`src/rtl/cla_seq_divider.sv`:
```
// Sequential unsigned restoring divider: one quotient bit per clock, with the trial
// subtract done as a two's-complement add on 4-bit carry-lookahead groups.
module cla_seq_divider #(
  parameter int unsigned WIDTH = 8
) (
  input  logic             clk,
  input  logic             rst_n,
  input  logic             start,
  input  logic [WIDTH-1:0] dividend,
  input  logic [WIDTH-1:0] divisor,
  output logic             busy,
  output logic             done,
  output logic [WIDTH-1:0] quotient,
  output logic [WIDTH-1:0] remainder,
  output logic             div_by_zero
);

  localparam int unsigned NG = WIDTH / 4;
  localparam int unsigned CW = (WIDTH > 1) ? $clog2(WIDTH) : 1;

  typedef enum logic [1:0] {
    IDLE = 2'd0,
    RUN  = 2'd1,
    DONE = 2'd2
  } state_t;

  state_t           state;
  logic [WIDTH-1:0] r_q;
  logic [WIDTH-1:0] q_q;
  logic [WIDTH-1:0] d_q;
  logic [CW-1:0]    cnt_q;

  logic [WIDTH:0]   t;
  logic [WIDTH-1:0] sub_b;
  logic [WIDTH-1:0] sub_g;
  logic [WIDTH-1:0] sub_p;
  logic [WIDTH:0]   sub_c;
  logic [WIDTH-1:0] diff;
  logic             grp_g;
  logic             grp_p;
  logic             no_borrow;
  logic [WIDTH-1:0] r_next;
  logic [WIDTH-1:0] q_next;

  // Shifted partial remainder with the next dividend bit appended
  assign t = {r_q, q_q[WIDTH-1]};

  // T - D as T + ~D + 1: lookahead inside each 4-bit group, group carries ripple
  always_comb begin
    sub_b    = ~d_q;
    sub_g    = t[WIDTH-1:0] & sub_b;
    sub_p    = t[WIDTH-1:0] ^ sub_b;
    sub_c    = '0;
    sub_c[0] = 1'b1;
    grp_g    = 1'b0;
    grp_p    = 1'b0;
    for (int k = 0; k < NG; k++) begin
      sub_c[4*k+1] = sub_g[4*k] | (sub_p[4*k] & sub_c[4*k]);
      sub_c[4*k+2] = sub_g[4*k+1] | (sub_p[4*k+1] & sub_g[4*k])
                   | (sub_p[4*k+1] & sub_p[4*k] & sub_c[4*k]);
      sub_c[4*k+3] = sub_g[4*k+2] | (sub_p[4*k+2] & sub_g[4*k+1])
                   | (sub_p[4*k+2] & sub_p[4*k+1] & sub_g[4*k])
                   | (sub_p[4*k+2] & sub_p[4*k+1] & sub_p[4*k] & sub_c[4*k]);
      grp_g = sub_g[4*k+3] | (sub_p[4*k+3] & sub_g[4*k+2])
            | (sub_p[4*k+3] & sub_p[4*k+2] & sub_g[4*k+1])
            | (sub_p[4*k+3] & sub_p[4*k+2] & sub_p[4*k+1] & sub_g[4*k]);
      grp_p = &sub_p[4*k +: 4];
      sub_c[4*k+4] = grp_g | (grp_p & sub_c[4*k]);
    end
    diff = sub_p ^ sub_c[WIDTH-1:0];
    // Top operand bit of ~{0,D} is 1, so the final carry is T[W] | c[W]
    no_borrow = t[WIDTH] | sub_c[WIDTH];
  end

  // A kept remainder is always below D, so its bit WIDTH is zero and need not be stored
  assign r_next = no_borrow ? diff : t[WIDTH-1:0];
  assign q_next = {q_q[WIDTH-2:0], no_borrow};

  always_ff @(posedge clk or negedge rst_n) begin
    if (!rst_n) begin
      state       <= IDLE;
      busy        <= 1'b0;
      done        <= 1'b0;
      quotient    <= '0;
      remainder   <= '0;
      div_by_zero <= 1'b0;
      r_q         <= '0;
      q_q         <= '0;
      d_q         <= '0;
      cnt_q       <= '0;
    end else begin
      done <= 1'b0;
      case (state)
        IDLE, DONE: begin
          state <= IDLE;
          if (start) begin
            if (divisor == '0) begin
              state       <= DONE;
              done        <= 1'b1;
              quotient    <= '1;
              remainder   <= dividend;
              div_by_zero <= 1'b1;
            end else begin
              state <= RUN;
              busy  <= 1'b1;
              r_q   <= '0;
              q_q   <= dividend;
              d_q   <= divisor;
              cnt_q <= '0;
            end
          end
        end
        RUN: begin
          r_q   <= r_next;
          q_q   <= q_next;
          cnt_q <= cnt_q + CW'(1);
          if (cnt_q == CW'(WIDTH - 1)) begin
            state       <= DONE;
            busy        <= 1'b0;
            done        <= 1'b1;
            quotient    <= q_next;
            remainder   <= r_next;
            div_by_zero <= 1'b0;
          end
        end
        default: begin
          state <= IDLE;
          busy  <= 1'b0;
        end
      endcase
    end
  end

endmodule

```
`config.mk`:
```
export PLATFORM = sky130hd
export DESIGN_NAME = cla_seq_divider
export DESIGN_NICKNAME = d
export VERILOG_FILES = /design/src/rtl/cla_seq_divider.sv
export SDC_FILE = /design/constraint.sdc
export NUM_CORES = 1
export LEC_CHECK = 0
export CORE_MARGIN = 1.5
export CORE_UTILIZATION = 58
export DETAILED_ROUTE_END_ITERATION = 12
export DONT_BUFFER_PORTS = 1
export HOLD_SLACK_MARGIN = 0.08
export PLACE_DENSITY = 0.74
export SYNTH_ARGS = -nofsm -noshare
export SYNTH_HDL_FRONTEND = slang
export SYNTH_SLANG_ARGS = --single-unit
```
`constraint.sdc`:
```
create_clock -name clk -period 2.9 [get_ports clk]
set_input_delay 0.145 -clock clk [delete_from_list [all_inputs] [get_ports clk]]
set_output_delay 0.145 -clock clk [all_outputs]
set_load 0.005 [all_outputs]
```
==> results of run 1 <==
-- metal layers --
layer | up-vias | routed length [um]
li1 | 892 | -
met3 | 6 | 311
met5 | - | 0
met4 | 0 | 46
met1 | 908 | 2520
met2 | 58 | 2660
-- logic make-up after synthesis --
family	after synthesis	share of synthesized area, %
compound gates	68	18.3
xor+xnor	4	1.46
fa+ha+maj	12	6.59
buf+inv	22	4.08
flops	48	50.2
mux	7	2.98
simple gates	83	16.4
-- flip-flops by register name, indices dropped and copies added, names as in the netlist --
register,count
state,2
div_by_zero,1
busy,1
q_q,8
cnt_q,3
d_q,8
done,1
r_q,8
quotient,8
remainder,8
-- cell type report --
class	instances	area [sq um]	area share (%)
Sequential cell	48	1200	44.1
Multi-Input combinational cell	174	1090	40.1
Timing Repair Buffer	22	230	8.45
Clock buffer	6	82.6	3.03
Tap cell	50	62.6	2.30
Inverter	12	45.0	1.65
Clock inverter	1	8.76	0.322
-- worst reg2reg max path, stage by stage, from the launching register on --
cell and delay [ns]:
dfrtp_1 0.41, ha_1 0.32, o21a_1 0.23, o221ai_4 0.16
o211ai_2 0.55, mux2_2 0.43, a21oi_1 0.16
-- per-stage QoR --
step           power, W  setup WS (ns)
3_5_place_dp    0.00296          0.593
3_3_place_gp    0.00289          0.665
4_1_cts         0.00340          0.574
5_1_grt         0.00370          0.420
2_1_floorplan   0.00258          0.793
6_report        0.00343          0.574
-- power breakdown --
part,internal (W),switching (W)
logic,0.000749,0.00105
clock network,0.000191,0.000225
registers,0.000995,0.000219
-- synth_stat cells (all sizes together), types with 3 or more instances --
| master | count |
|---|---|
| inv | 12 |
| nand2b | 3 |
| ha | 11 |
| a31oi | 7 |
| nor4 | 3 |
| buf | 5 |
| nand2 | 39 |
| clkbuf | 5 |
| o22ai | 6 |
| mux2i | 6 |
| and2 | 3 |
| a21oi | 14 |
| dfrtp | 48 |
| nor2 | 19 |
| o21ai | 23 |
| nand3 | 5 |
-- timing repair --
action | in CTS | in global routing
setup endpoints to repair | 0 | 0
setup buffers | 0 | 0
hold buffers | 19 | 0
endpoints found under the hold margin | 70 | 0
-- worst max-delay path by stage --
stage                start           end  slack (ns)
floorplan           r_q[2]  remainder[5]        0.79
global placement    r_q[1]        r_q[5]        0.66
detailed placement  r_q[1]  remainder[0]        0.59
CTS                 r_q[1]  remainder[0]        0.57
global route        q_q[7]  remainder[0]        0.42
finish              r_q[0]  remainder[0]        0.57
==> flow_summary.ini, run 1 <==
[status]
status = finished clean

[detailed_routing]
wl_um = 5530
route.detailed.drc = 0
drtIter0Drc = 150
vias = 1864
postRouteAntennaNets = 0
firstDrtPassIters = 4
via_per_inst = 5.96
routedWlPerCell_um = 17.7

[worst_setup_path]
path_class = reg -> reg
crit_required_ns = 3.13
r2r-start = r_q[0]
cp_max_fo = 11
slowest_delay_ns = 0.55
arrival_ns = 2.56
r2r-end = remainder[0]
endpoint_kind = flop
critPathTopFamily = compound AO/OA/AOI/OAI gates
cp_slowest_cell = o211ai_2
crit_buf_inv = 0
reg2reg_depth = 6
worst_setup_path_start_kind = flop
reg2reg_setup_slack_ns = 0.57
path_cells = ha_1 -> o21a_1 -> o221ai_4 -> o211ai_2 -> mux2_2 -> a21oi_1
cp.depth = 6

[floorplanning]
die-area_sq_mm = 0.00452
ios = 38
row_count = 23
core_sq_mm = 0.00397
die_x_um = 67.2
die_h_um = 67.2
start_util_pct = 60.2

[yosys]
syn_area_per_cell_sq_um = 9.80
synth_nets = 275
ys.flop_type = dfrtp_1
syn-cell-area_sq_mm = 0.00239
ys_seq_elements = 48
synth.distinct_cells = 49
synth_edf_count = 0
synth.area.top_cells = dfrtp_1, nand2_1, ha_1
synthDominantCellAreaShare_pct = 50.2
yosysSeqAreaShare_pct = 50.2
ys_async_sr_fraction_pct = 100
yosys_warnings = 0
synth_area_leader_cell = dfrtp_1
synthCells = 244

[global_route]
grt_use_met2_pct = 42.0
antenna_found_initial = 0
grt_max_degree = 49
grt_util_met3_pct = 7.33
grt_pass1_wl_um = 8740
grt_util_met1_pct = 36.2
grtUsageTotal_pct = 26.3
grt-busiest-layer = met2
grt_pass1_vias = 1719
gr-total-overflow = 0

[cts]
path_clk_slew_ns = 0.09
cts_buffer_depth = 2
clk_latency_ns = 0.30
cts_tree = done
postCtsResizedCells = 0
cts_root_buf = clkbuf_8
cts_buffers = 5
htreeDepth = 2
cts_sinks = 48

[worst_hold_path]
hp-start = dividend[0]
hp-class = in -> reg
whs_endpoint = remainder[0]
hold_depth = 2

[timing]
min_period_over_period_pct = 80.2
report.final.setup_viol = 0
whs_ns = 0.0895
final.setup.tns_ns = 0
fin_worst_skew_ns = 0.0132
tightestPinTransition_ns = 1.05
finalHoldViolations = 0
drv_slew = 0
rsz0062_at_grt = no
worst_slew_margin_rel_pct = 29.7
finalCriticalPeriod_ns = 2.33
max_freq_ghz = 0.430

[place]
dpl_cell_area_sq_mm = 0.00242
dp_hpwl_um = 3800
place_congestion = 0.929
io_buffer_count = 0
placed_cells = 287

[finish]
final_cell_mix = dfrtp_1, nand2_1, nor2_1, o21ai_0, dlygate4sd3_1
insertedDiodeCount = 0
area_growth_pct = 13.9
final_common_cell = dfrtp_1
fin_cells = 313
finalNetCount = 294
fin_util_pct = 68.6
drive_gt1_share_pct = 7.60
fill_cells = 314
final_cell_area_sq_mm = 0.00272

[pwr]
powerDensity_mw_per_mm2 = 1260
peakVddDrop_mv = 0.804
p_leak_nw = 1.21

[job]
cap_violations = 0
Note: power is estimated with default switching activity, not from simulation.
==> inputs of run 2 (changes only) <==
--- a/config.mk
+++ b/config.mk
@@ -5,6 +5,7 @@
 export SDC_FILE = /design/constraint.sdc
 export NUM_CORES = 1
 export LEC_CHECK = 0
+export ABC_AREA = 1
 export CORE_MARGIN = 1.5
 export CORE_UTILIZATION = 58
 export DETAILED_ROUTE_END_ITERATION = 12
==> constraint.sdc (replaced) <==
create_clock -name clk -period 2.35 [get_ports clk]
set_input_delay 0.1175 -clock clk [delete_from_list [all_inputs] [get_ports clk]]
set_output_delay 0.1175 -clock clk [all_outputs]
set_load 0.005 [all_outputs]
==> flow_summary.ini, run 2 <==
[status]
status = finished clean

[worst_setup_path]
arrival_ns = 2.25
endpoint_kind = flop
r2r-start = r_q[0]
crit_buf_inv = 1
path_cells = ha_1 -> nand2_1 -> nand3_2 -> nand2_2 -> nand2_4 -> fa_1 -> xor2_1 -> nand2_2 -> nand3_1 -> nand2_1 -> inv_1
critPathTopFamily = adder cells
cp_max_fo = 3
crit_start = r_q[0]
crit_required_ns = 2.56
slowest_delay_ns = 0.41
cp_slowest_cell = dfrtp_1
path_class = reg -> reg
worst_setup_path_start_kind = flop

[timing]
worst_slew_margin_rel_pct = 67.8
rsz0062_at_grt = no
finalCriticalPeriod_ns = 2.04
fin_worst_skew_ns = 0.00832
min_period_over_period_pct = 87.0
finalHoldViolations = 0
finalWorstSetupSlack_ns = 0.306
whs_ns = 0.0875
final.setup.tns_ns = 0
tightestPinTransition_ns = 0.482
report.final.setup_viol = 0
drv_slew = 0
max_freq_ghz = 0.489

[yosys]
ys_seq_elements = 48
synth_nets = 334
yosys_warnings = 0
syn-cell-area_sq_mm = 0.00257
ys.flop_type = dfrtp_1
synth_area_leader_cell = dfrtp_1
synth.distinct_cells = 32
synthDominantCellAreaShare_pct = 46.7
synthCells = 303
synth.area.top_cells = dfrtp_1, nand2_1, inv_1
syn_area_per_cell_sq_um = 8.48
yosysMostFrequentCell = nand2_1
synth_edf_count = 0
ys_top_cells_by_count = nand2_1, dfrtp_1, inv_1, nand3_1, nor2_1
yosysSeqAreaShare_pct = 46.7
ys_async_sr_fraction_pct = 100

[pwr]
p_leak_nw = 1.47
powerDensity_mw_per_mm2 = 1580
peakVddDrop_mv = 1.06

[detailed_routing]
vias = 2004
firstDrtPassIters = 4
route.detailed.drc = 0
via_per_inst = 5.36
postRouteAntennaNets = 0
routedWlPerCell_um = 13.8
drtIter0Drc = 145
wl_um = 5150

[global_route]
grt_pass1_wl_um = 8950
grt_max_degree = 49
grtUsageTotal_pct = 23.4
antenna_found_initial = 0
grt_pass1_vias = 1991
grt_util_met1_pct = 30.5
grt_util_met3_pct = 5.23
gr-total-overflow = 0
grt-busiest-layer = met2
grt_use_met2_pct = 37.7

[cts]
path_clk_slew_ns = 0.09
clk_latency_ns = 0.30
cts_tree = done
cts_buffer_depth = 2
cts_buffers = 5
postCtsResizedCells = 0
cts_root_buf = clkbuf_8
htreeDepth = 2
cts_sinks = 48

[place]
place_congestion = 0.861
post-place-ws_ns = 0.357
dpl_cell_area_sq_mm = 0.00262
io_buffer_count = 0
dp_hpwl_um = 3500

[floorplanning]
core_sq_mm = 0.00429
row_count = 24
ios = 38
start_util_pct = 59.8
die_x_um = 69.6
die_h_um = 69.6
die-area_sq_mm = 0.00484

[worst_hold_path]
hp-start = dividend[0]
hp-class = in -> reg

[job]
cap_violations = 0

[finish]
area_growth_pct = 13.6
insertedDiodeCount = 0
final_cell_area_sq_mm = 0.00292
final_common_cell = nand2_1
drive_gt1_share_pct = 13.4
finalNetCount = 352
fill_cells = 355
final_cell_mix = nand2_1, dfrtp_1, inv_1, nand3_1, nor2_1
[run 2: path summary, 6_finish.rpt]
check,slack [ns],cells past startpoint,endpoint
setup / recovery,0.31,11,remainder[5]
hold / removal,0.09,4,q_q[0]
setup reg to reg,0.31,11,remainder[5]
hold reg to reg,0.49,1,cnt_q[0]
max in group asynchronous,1.82,2,d_q[3]
min in group asynchronous,0.31,2,r_q[7]
[run 2: cells by family (layout without fill, tap and decap cells)]
logic type               count (synthesis)  after routing  share of synthesized area (%)
buffers and inverters                   55             74                           8.47
XOR/XNOR                                 4              4                           1.36
AND/OR/NAND/NOR                        138            138                           26.3
flip-flops                              48             48                           46.7
AO/OA/AOI/OAI                           46             46                           11.0
adder cells (fa/ha/maj)                 12             12                           6.13
[run 2: area by class of cell]
type	instances	area, sq um	area share [%]
Sequential cell	48	1200	41.1
Multi-Input combinational cell	200	1150	39.4
Timing Repair Buffer	20	210	7.20
Inverter	46	178	6.08
Clock buffer	5	68.8	2.36
Tap cell	52	65.1	2.23
Clock inverter	3	46.3	1.59
[run 2: what timing repair did]
| item | in CTS | in global routing |
|---|---|---|
| hold endpoints to repair | 63 | 0 |
| buffers inserted | 0 | 0 |
| hold buffers | 17 | 0 |
[run 2: metrics by stage]
step	power, W	utilization [%]	instances
finish	0.00461	68.0	374
global placement	0.00388	61.0	349
detailed placement	0.00396	61.0	349
floorplan	0.00349	-	303
global route	0.00505	68.0	374
CTS	0.00464	68.0	374
[run 2: where the power goes]
| group | total, W | switching (W) | internal (W) |
|---|---|---|---|
| Clock | 0.000610 | 0.000289 | 0.000321 |
| Sequential | 0.00150 | 0.000272 | 0.00123 |
| Combinational | 0.00249 | 0.00155 | 0.000943 |
[run 2: per-layer routing]
layer / share of wire [%] / up-vias
li1: - / 1003
met1: 44 / 934
met2: 48 / 57
met3: 5.5 / 10
met4: 2.0 / 0
met5: 0 / -
[run 2: worst register-to-register path: stages (launching register included)]
cell     delay, ns
dfrtp_1       0.41
ha_1          0.35
nand2_1       0.09
nand3_2       0.11
nand2_2       0.10
nand2_4       0.07
fa_1          0.40
xor2_1        0.18
nand2_2       0.08
nand3_1       0.06
nand2_1       0.07
inv_1         0.04
